--- src/rtl/dbus_pkg.sv ---
// Shared types and constants for the two-master data bus arbiter.
package dbus_pkg;
  typedef enum logic [1:0] {OWN_NONE, OWN_M0, OWN_M1} owner_t;
  typedef enum logic {ARB_OPEN, ARB_LOCKED} arb_state_t;

  localparam int MAXWAIT_DEF = 4;
  localparam int WAITW       = 4;  // holds MAXWAIT up to 15
endpackage

--- src/rtl/dbus_arb_if.sv ---
// Bundle of both master ports and the downstream data bus port.
interface dbus_arb_if #(parameter int ADDRW = 16, parameter int DATAW = 16);
  logic             m0_req, m0_lock, m0_stall, m0_rd_valid;
  logic [ADDRW-1:0] m0_rd_addr, m0_wr_addr;
  logic [DATAW-1:0] m0_wr_data, m0_rd_data;
  logic [1:0]       m0_wr_en;
  logic             m1_req, m1_stall, m1_rd_valid;
  logic [ADDRW-1:0] m1_rd_addr, m1_wr_addr;
  logic [DATAW-1:0] m1_wr_data, m1_rd_data;
  logic [1:0]       m1_wr_en;
  logic [ADDRW-1:0] dread_addr, dwrite_addr;
  logic [DATAW-1:0] dwrite_data, dread_data;
  logic [1:0]       dwrite_en;

  // arbiter view
  modport slave (
    input  m0_req, m0_lock, m0_rd_addr, m0_wr_addr, m0_wr_data, m0_wr_en,
    output m0_stall, m0_rd_data, m0_rd_valid,
    input  m1_req, m1_rd_addr, m1_wr_addr, m1_wr_data, m1_wr_en,
    output m1_stall, m1_rd_data, m1_rd_valid,
    output dread_addr, dwrite_addr, dwrite_data, dwrite_en,
    input  dread_data
  );

  // masters + bus view
  modport master (
    output m0_req, m0_lock, m0_rd_addr, m0_wr_addr, m0_wr_data, m0_wr_en,
    input  m0_stall, m0_rd_data, m0_rd_valid,
    output m1_req, m1_rd_addr, m1_wr_addr, m1_wr_data, m1_wr_en,
    input  m1_stall, m1_rd_data, m1_rd_valid,
    input  dread_addr, dwrite_addr, dwrite_data, dwrite_en,
    output dread_data
  );
endinterface

--- src/rtl/dbus_grant.sv ---
// Combinational priority: lock holds m0, otherwise m0 wins unless m1 has starved MAXWAIT cycles.
module dbus_grant
  import dbus_pkg::*;
#(
  parameter int MAXWAIT = MAXWAIT_DEF
) (
  input  arb_state_t       state,
  input  logic             m0_req,
  input  logic             m0_lock,
  input  logic             m1_req,
  input  logic [WAITW-1:0] wait_cnt,
  output owner_t           grant
);
  logic locked;

  // Dropping m0_lock releases the bus in the same cycle.
  assign locked = (state == ARB_LOCKED) && m0_lock;

  always_comb begin
    grant = OWN_NONE;
    if (locked)                grant = m0_req ? OWN_M0 : OWN_NONE;
    else if (m0_req && m1_req) grant = (wait_cnt == WAITW'(MAXWAIT)) ? OWN_M1 : OWN_M0;
    else if (m0_req)           grant = OWN_M0;
    else if (m1_req)           grant = OWN_M1;
  end
endmodule

--- src/rtl/dbus_arbiter.sv ---
// Two-master data bus arbiter: same-cycle grant, loser stalled, 1-cycle read return routed to issuer.
module dbus_arbiter
  import dbus_pkg::*;
#(
  parameter int MAXWAIT = MAXWAIT_DEF,
  parameter int ADDRW   = 16,
  parameter int DATAW   = 16
) (
  input logic       clk,
  input logic       reset,
  dbus_arb_if.slave bus
);
  arb_state_t       state;
  owner_t           grant, rd_owner_q;
  logic [WAITW-1:0] wait_cnt;
  logic             m0_req, m1_req, sel1;
  logic [ADDRW-1:0] rd_addr, wr_addr;
  logic [DATAW-1:0] wr_data;

  // Requests are ignored while reset is held so stalls and write enables stay quiet.
  assign m0_req = bus.m0_req & ~reset;
  assign m1_req = bus.m1_req & ~reset;

  dbus_grant #(.MAXWAIT(MAXWAIT)) u_grant (
    .state    (state),
    .m0_req   (m0_req),
    .m0_lock  (bus.m0_lock),
    .m1_req   (m1_req),
    .wait_cnt (wait_cnt),
    .grant    (grant)
  );

  always_ff @(posedge clk or posedge reset) begin
    if (reset) begin
      state      <= ARB_OPEN;
      wait_cnt   <= '0;
      rd_owner_q <= OWN_NONE;
    end else begin
      state <= (bus.m0_lock && (state == ARB_LOCKED || grant == OWN_M0)) ? ARB_LOCKED : ARB_OPEN;
      if (m1_req && grant != OWN_M1)
        wait_cnt <= (wait_cnt == WAITW'(MAXWAIT)) ? wait_cnt : wait_cnt + 1'b1;
      else
        wait_cnt <= '0;
      rd_owner_q <= grant;
    end
  end

  // Idle bus follows m0 inputs; only the write enable marks the cycle as empty.
  assign sel1    = (grant == OWN_M1);
  assign rd_addr = sel1 ? bus.m1_rd_addr : bus.m0_rd_addr;
  assign wr_addr = sel1 ? bus.m1_wr_addr : bus.m0_wr_addr;
  assign wr_data = sel1 ? bus.m1_wr_data : bus.m0_wr_data;

  assign bus.dread_addr  = rd_addr;
  assign bus.dwrite_addr = wr_addr;
  assign bus.dwrite_data = wr_data;
  assign bus.dwrite_en   = (grant == OWN_NONE) ? 2'b00 : (sel1 ? bus.m1_wr_en : bus.m0_wr_en);

  assign bus.m0_stall = m0_req && (grant != OWN_M0);
  assign bus.m1_stall = m1_req && (grant != OWN_M1);

  assign bus.m0_rd_data  = bus.dread_data;
  assign bus.m1_rd_data  = bus.dread_data;
  assign bus.m0_rd_valid = (rd_owner_q == OWN_M0);
  assign bus.m1_rd_valid = (rd_owner_q == OWN_M1);
endmodule

--- src/flat_wrapper.sv ---
// flat-port wrapper written by rule: the top's interface ports become plain ports
module dbus_arbiter_flat import dbus_pkg::*;
#(
  parameter int MAXWAIT = MAXWAIT_DEF,
  parameter int ADDRW   = 16,
  parameter int DATAW   = 16
)
  (clk, reset, bus_m0_req, bus_m0_lock, bus_m0_rd_addr, bus_m0_wr_addr, bus_m0_wr_data, bus_m0_wr_en, bus_m0_stall, bus_m0_rd_data, bus_m0_rd_valid, bus_m1_req, bus_m1_rd_addr, bus_m1_wr_addr, bus_m1_wr_data, bus_m1_wr_en, bus_m1_stall, bus_m1_rd_data, bus_m1_rd_valid, bus_dread_addr, bus_dwrite_addr, bus_dwrite_data, bus_dwrite_en, bus_dread_data);
  dbus_arb_if #(.ADDRW(ADDRW), .DATAW(DATAW)) bus_i ();
  input logic clk;
  input logic reset;
  input wire logic [$bits(bus_i.m0_req)-1:0] bus_m0_req;
  input wire logic [$bits(bus_i.m0_lock)-1:0] bus_m0_lock;
  input wire logic [$bits(bus_i.m0_rd_addr)-1:0] bus_m0_rd_addr;
  input wire logic [$bits(bus_i.m0_wr_addr)-1:0] bus_m0_wr_addr;
  input wire logic [$bits(bus_i.m0_wr_data)-1:0] bus_m0_wr_data;
  input wire logic [$bits(bus_i.m0_wr_en)-1:0] bus_m0_wr_en;
  output wire logic [$bits(bus_i.m0_stall)-1:0] bus_m0_stall;
  output wire logic [$bits(bus_i.m0_rd_data)-1:0] bus_m0_rd_data;
  output wire logic [$bits(bus_i.m0_rd_valid)-1:0] bus_m0_rd_valid;
  input wire logic [$bits(bus_i.m1_req)-1:0] bus_m1_req;
  input wire logic [$bits(bus_i.m1_rd_addr)-1:0] bus_m1_rd_addr;
  input wire logic [$bits(bus_i.m1_wr_addr)-1:0] bus_m1_wr_addr;
  input wire logic [$bits(bus_i.m1_wr_data)-1:0] bus_m1_wr_data;
  input wire logic [$bits(bus_i.m1_wr_en)-1:0] bus_m1_wr_en;
  output wire logic [$bits(bus_i.m1_stall)-1:0] bus_m1_stall;
  output wire logic [$bits(bus_i.m1_rd_data)-1:0] bus_m1_rd_data;
  output wire logic [$bits(bus_i.m1_rd_valid)-1:0] bus_m1_rd_valid;
  output wire logic [$bits(bus_i.dread_addr)-1:0] bus_dread_addr;
  output wire logic [$bits(bus_i.dwrite_addr)-1:0] bus_dwrite_addr;
  output wire logic [$bits(bus_i.dwrite_data)-1:0] bus_dwrite_data;
  output wire logic [$bits(bus_i.dwrite_en)-1:0] bus_dwrite_en;
  input wire logic [$bits(bus_i.dread_data)-1:0] bus_dread_data;
  assign bus_i.m0_req = bus_m0_req;
  assign bus_i.m0_lock = bus_m0_lock;
  assign bus_i.m0_rd_addr = bus_m0_rd_addr;
  assign bus_i.m0_wr_addr = bus_m0_wr_addr;
  assign bus_i.m0_wr_data = bus_m0_wr_data;
  assign bus_i.m0_wr_en = bus_m0_wr_en;
  assign bus_m0_stall = bus_i.m0_stall;
  assign bus_m0_rd_data = bus_i.m0_rd_data;
  assign bus_m0_rd_valid = bus_i.m0_rd_valid;
  assign bus_i.m1_req = bus_m1_req;
  assign bus_i.m1_rd_addr = bus_m1_rd_addr;
  assign bus_i.m1_wr_addr = bus_m1_wr_addr;
  assign bus_i.m1_wr_data = bus_m1_wr_data;
  assign bus_i.m1_wr_en = bus_m1_wr_en;
  assign bus_m1_stall = bus_i.m1_stall;
  assign bus_m1_rd_data = bus_i.m1_rd_data;
  assign bus_m1_rd_valid = bus_i.m1_rd_valid;
  assign bus_dread_addr = bus_i.dread_addr;
  assign bus_dwrite_addr = bus_i.dwrite_addr;
  assign bus_dwrite_data = bus_i.dwrite_data;
  assign bus_dwrite_en = bus_i.dwrite_en;
  assign bus_i.dread_data = bus_dread_data;
  dbus_arbiter #(.MAXWAIT(MAXWAIT), .ADDRW(ADDRW), .DATAW(DATAW)) u_core (.clk(clk), .reset(reset), .bus(bus_i));
endmodule
--- config.mk ---
export PLATFORM = sky130hd
export DESIGN_NAME = dbus_arbiter_flat
export DESIGN_NICKNAME = d
export VERILOG_FILES = /design/src/rtl/dbus_pkg.sv /design/src/rtl/dbus_arb_if.sv /design/src/rtl/dbus_grant.sv /design/src/rtl/dbus_arbiter.sv /design/src/flat_wrapper.sv
export SDC_FILE = /design/constraint.sdc
export NUM_CORES = 1
export LEC_CHECK = 0
export CAP_MARGIN = 20
export CORE_AREA = 2 2 80 82
export DETAILED_ROUTE_END_ITERATION = 8
export DIE_AREA = 0 0 82 84
export PLACE_DENSITY = 0.81
export SYNTH_ARGS = -nofsm -noshare
export SYNTH_HDL_FRONTEND = slang
export SYNTH_SLANG_ARGS = --single-unit
--- constraint.sdc ---
create_clock -name clk -period 5.65 [get_ports clk]
set_clock_uncertainty 0.1 [all_clocks]
set_input_delay 0.8475 -clock clk [delete_from_list [all_inputs] [get_ports clk]]
set_output_delay 0.8475 -clock clk [all_outputs]
set_load 0.05 [all_outputs]
# Word-level counts from Yosys, hierarchy flattened
# Cells that the tools add are included.
# W data, S select, Z words.
[totals]
reg_bits = 7
out_inout_bits = 86
word_cells = 36
[op_classes]
addsub = 1
eq_ne = 8
mux = 14
bitwise = 3
reduce_logical = 7
[op_table]
columns = ["op", "n"]
rows = [
  ["$mux W16", 3],
  ["$mux W2", 7],
  ["$mux W4", 2],
  ["$logic_and A1 B1 Y1", 5],
  ["$add A4 B1 Y4 const B", 1],
  ["$eq A2 B1 Y1 const B", 2],
  ["$eq A2 B2 Y1 const B", 2],
  ["$eq A4 B3 Y1 const B", 1],
  ["$ne A2 B2 Y1 const B", 2],
  ["$and A1 B1 Y1", 2],
  ["$logic_not A2 Y1", 1],
  ["$mux W1", 2],
  ["$ne A2 B1 Y1 const B", 1],
  ["$logic_or A1 B1 Y1", 1],
  ["$not A1 Y1", 1],
]

# Longest topological paths before layout
[depth]
word_depth = 10
ltp_mapped = 6

# By module
# From an unflattened synthesis, not the netlist that was laid out.
[hier_totals]
hier_cells = 129
area_unflattened_um2 = 1500.2
[modules_own_cells]
columns = ["module", "n_inst", "cells_per_inst", "area_each_um2", "seq_area_each_um2"]
rows = [
  ["dbus_arbiter", 1, 124, 1452.6, 175.2],
  ["dbus_grant", 1, 5, 47.5, 0.0],
]

# Least setup slack after synthesis
# Ideal clock, no wire load.
[synth_path]
path_kind = "in2out"
startpoint = "input port reset"
endpoint = "output port bus_m0_stall"
t_arrival_ps = 2710
required_ps = 4703
setup_slack_ps = 1993
path_stages = 3
path_buffers = 1
path_cell_list = "nand2b_1 clkbuf_1 nor4_1"
[synth_via]
elab_chain_cells = 8
elab_cells_between_ends = 11
classes_between = "eq/ne: 1; mux: 5; bitwise: 3; reduce/logical: 2"
[synth_rtl]
columns = ["item", "line_no", "text"]
rows = [
  ["start: declaration", "flat_wrapper.sv:11", "input logic reset;"],
  ["$not A1 Y1 *", "dbus_arbiter.sv:21, dbus_arbiter.sv:22", ""],
  ["$and A1 B1 Y1", "dbus_arbiter.sv:22", "assign m1_req = bus.m1_req & ~reset;"],
  ["$mux W2", "dbus_grant.sv:24", "else if (m1_req) grant = OWN_M1;"],
  ["$mux W2", "dbus_grant.sv:23", "else if (m0_req) grant = OWN_M0;"],
  ["$mux W2", "dbus_grant.sv:22", "else if (m0_req && m1_req) grant = (wait_cnt == WAITW'(MAXWAIT)) ? OWN_M1 : OWN_M0;"],
  ["$mux W2", "dbus_grant.sv:21", "if (locked) grant = m0_req ? OWN_M0 : OWN_NONE;"],
  ["$ne A2 B1 Y1", "dbus_arbiter.sv:59", "assign bus.m0_stall = m0_req && (grant != OWN_M0);"],
  ["$logic_and A1 B1 Y1 *", "dbus_arbiter.sv:59", ""],
  ["end: declaration", "flat_wrapper.sv:18", "output wire logic [$bits(bus_i.m0_stall)-1:0] bus_m0_stall;"],
]
# Every way passes the cells marked *; elsewhere a longest branch is shown, timed or not.

# Worst setup path in the final report
[layout_path]
startpoint = "input port reset"
endpoint = "output port bus_dread_addr[7]"
[layout_via]
elab_chain_cells = 8
elab_cells_between_ends = 11
classes_between = "eq/ne: 1; mux: 6; bitwise: 3; reduce/logical: 1"
[layout_rtl]
columns = ["item", "line_no", "text"]
rows = [
  ["$not A1 Y1 *", "dbus_arbiter.sv:21, dbus_arbiter.sv:22", ""],
  ["$and A1 B1 Y1", "dbus_arbiter.sv:22", ""],
  ["$mux W2", "dbus_grant.sv:24", ""],
  ["$mux W2", "dbus_grant.sv:23", ""],
  ["$mux W2", "dbus_grant.sv:22", ""],
  ["$mux W2 *", "dbus_grant.sv:21", ""],
  ["$eq A2 B2 Y1 *", "dbus_arbiter.sv:49", "assign sel1 = (grant == OWN_M1);"],
  ["$mux W16 *", "dbus_arbiter.sv:50", "assign rd_addr = sel1 ? bus.m1_rd_addr : bus.m0_rd_addr;"],
  ["end: declaration", "flat_wrapper.sv:29", "output wire logic [$bits(bus_i.dread_addr)-1:0] bus_dread_addr;"],
]
# Marked as above.

==> impl_metrics.toml <==
[yosys]
synthesis.nets = 251
yosysSeqAreaShare = 0.1394
synth_cell_type_count = 29
postSynthAreaPerCell_um2 = 9.814
synth_top_area_frac = 0.3765
synthTopCellsByArea = "mux2_2 38%, buf_4 19%, dfrtp_1 14%, mux2_1 5.4%, buf_6 4.5%"
yosysTopAreaCell = "mux2_2"
synthCells = 128
synth_area_um2 = 1256
ys_ff_latch = 7
ys_warn_count = 0

[cts]
cts_setup_buffers = 0
cts_tree = "done"
clk_latency_ps = 230
cts_hold_buf = 0
cts-resized-gates = 0
cts_made_buffers = 3
path_clk_slew_ps = 40
clock_path_buffers = 2
cts.sinks = 7
cts_root_buffer = "clkbuf_8"
cts.htree.levels = 1

[setup_path]
crit_fanout = 29
cp.arrival_ps = 3290
endpoint = "bus_dread_addr[7]"
critPathRequiredTime_ps = 4700
r2r-end = "u_core.wait_cnt[3]"
cp-start-kind = "input port"
r2r-start = "u_core.wait_cnt[0]"
rrSetupSlack_ps = 3780
critPathCaptureType = "output port"
startpoint = "reset"
rr_worst_depth = 6
critical_path_class = "input port to output port"

[worst_hold_path]
min_path_type = "flip-flop to flip-flop"
hp-start = "u_core.state"

[layout]
diodes = 0
layout.cells.non_filler = 330
multi_input_area_um2 = 765.7
area_growth_syn_to_layout_pct = 114.2
final_nets = 377
stdcell_area_um2 = 2691
n_fill_cell = 592
drive_above_1_share = 0.1937
ff_latch_area_um2 = 175.2

[detailed_routing]
routed_via_density = 4.294
drtIter0Drc = 14
wl_um = 4519
antenna_left = 0
dr.pass1.iters = 4
wl_per_cell_um = 13.69
drc = 0
via_count = 1417

[global_route]
grt-ovfl-total = 0
antenna_found_initial = 0
grt_max_degree = 30
grt_first_pass_wirelength_um = 6472
grt_pass1_vias = 1479
grtUsageTotal = 0.1203

[die]
start_util = 0.2061
dieArea_um2 = 6888
die_y_um = 84
core_area_um2 = 6096
io-pin-count = 207
core.rowCount = 29
die_x_um = 82

[timing]
fin_crit_sh = 0.7503
period_minus_slack_ps = 4239
rsz0062_at_grt = "false"
final-hold-violation-count = 0
slew_viol_final = 0
timing.hold.ws_ps = 410.4
slew_headroom = 0.6572
fmax_mhz = 235.9
setup_tns_ps = 0
tightest_slew_ps = 512.5
setup_viol = 0

[power_and_ir_drop]
p_leak_uw = 0.001011
p_total_uw = 392.3
irDropWorstVdd_uv = 98.99
power_density_nw_per_um2 = 145.8

[job]
cap_violations = 0

[placement]
placed_cells = 326
portBuffers = 158
placed_cell_area_um2 = 2645
gp_congestion = 0.7754
hpwlAfterDp_um = 3901

[run_status]
status = "completed"
worst min path at each step:
| stage | slack, ps | endpoint | depth (start not counted) |
|---|---|---|---|
| after CTS | 420 | u_core.state | 1 |
| final | 410 | u_core.state | 1 |
| after floorplan | 380 | u_core.state | 1 |
| after detailed placement | 410 | u_core.state | 1 |
| after global placement | 390 | u_core.state | 1 |
| after global routing | 430 | u_core.state | 1 |
per-layer routing:
layer | up-vias | part of all wire | wire, um | GRT usage
met3 | 10 | 0.15 | 669 | 0.03896
met4 | 0 | 0.021 | 97 | 0.05152
li1 | 672 | - | - | -
met5 | - | 0 | 0 | 0
met2 | 107 | 0.53 | 2385 | 0.2328
met1 | 628 | 0.30 | 1367 | 0.1089
layout make-up:
class | instances | share of cell area
clock inverters | 1 | 0.001860
well taps | 77 | 0.03580
repair buffers | 160 | 0.5932
flip-flops and latches | 7 | 0.06509
multi-input cells | 79 | 0.2845
inverters | 3 | 0.004184
clock buffers | 3 | 0.01534
metrics by stage:
step | utilization | worst slack (ps)
floorplan | - | 1993
CTS | 0.4415 | 1396
detailed placement | 0.4339 | 1413
global route | 0.4415 | 1267
finish | 0.4415 | 1411
global placement | 0.4339 | 1443
logic make-up (layout without fill, tap and decap cells):
logic type | after synthesis | in the layout | synth area share
buffers and inverters | 42 | 167 | 0.2510
AO/OA/AOI/OAI | 9 | 9 | 0.06176
flip-flops | 7 | 7 | 0.1394
XOR/XNOR | 1 | 1 | 0.006973
adder cells (fa/ha/maj) | 2 | 2 | 0.01992
multiplexers | 49 | 49 | 0.4382
AND/OR/NAND/NOR | 18 | 18 | 0.08268
synth_stat cells, drive strengths merged:
cell    count
a21oi       1
and3b       1
nand3b      1
o21a        1
ha          2
mux2i       1
nor3        2
a211oi      2
a31oi       1
nor4        1
a22o        2
o21ai       1
o41ai       1
dfrtp       7
xnor2       1
nand2b      2
nor2b       3
inv         3
buf        37
nand4       2
and2        1
clkbuf      2
nand3       2
nor2        2
nand2       1
mux2       48
worst max-delay path: stages:
cell	delay [ps]
clkdlybuf4s50_1	440
nand2b_1	290
a211oi_4	220
buf_4	370
mux2_2	400
clkdlybuf4s50_1	710
sequential cells by signal, summed over array words and instances (netlist names):
| signal | count |
|---|---|
| u_core.wait_cnt | 4 |
| u_core.rd_owner_q | 2 |
| u_core.state | 1 |
power by group:
group	switching (uW)	internal, uW	leakage [uW]
combinational	136	131	0.000891
sequential	1.59	52.2	0.0000945
clock	23.2	47.8	0.0000255
layout by cell type (no fill, tap or decap), drive strengths merged, types with 2 or more instances in the layout:
master | Yosys | layout
a22o | 2 | 2
nor2 | 2 | 2
a211oi | 2 | 2
clkdlybuf4s50 | 0 | 158
buf | 37 | 2
dfrtp | 7 | 7
inv | 3 | 3
nand2b | 2 | 2
nand3 | 2 | 2
clkbuf | 2 | 3
nor3 | 2 | 2
nor2b | 3 | 3
nand4 | 2 | 2
mux2 | 48 | 48
ha | 2 | 2
Note: power is estimated with default switching activity, not from simulation.
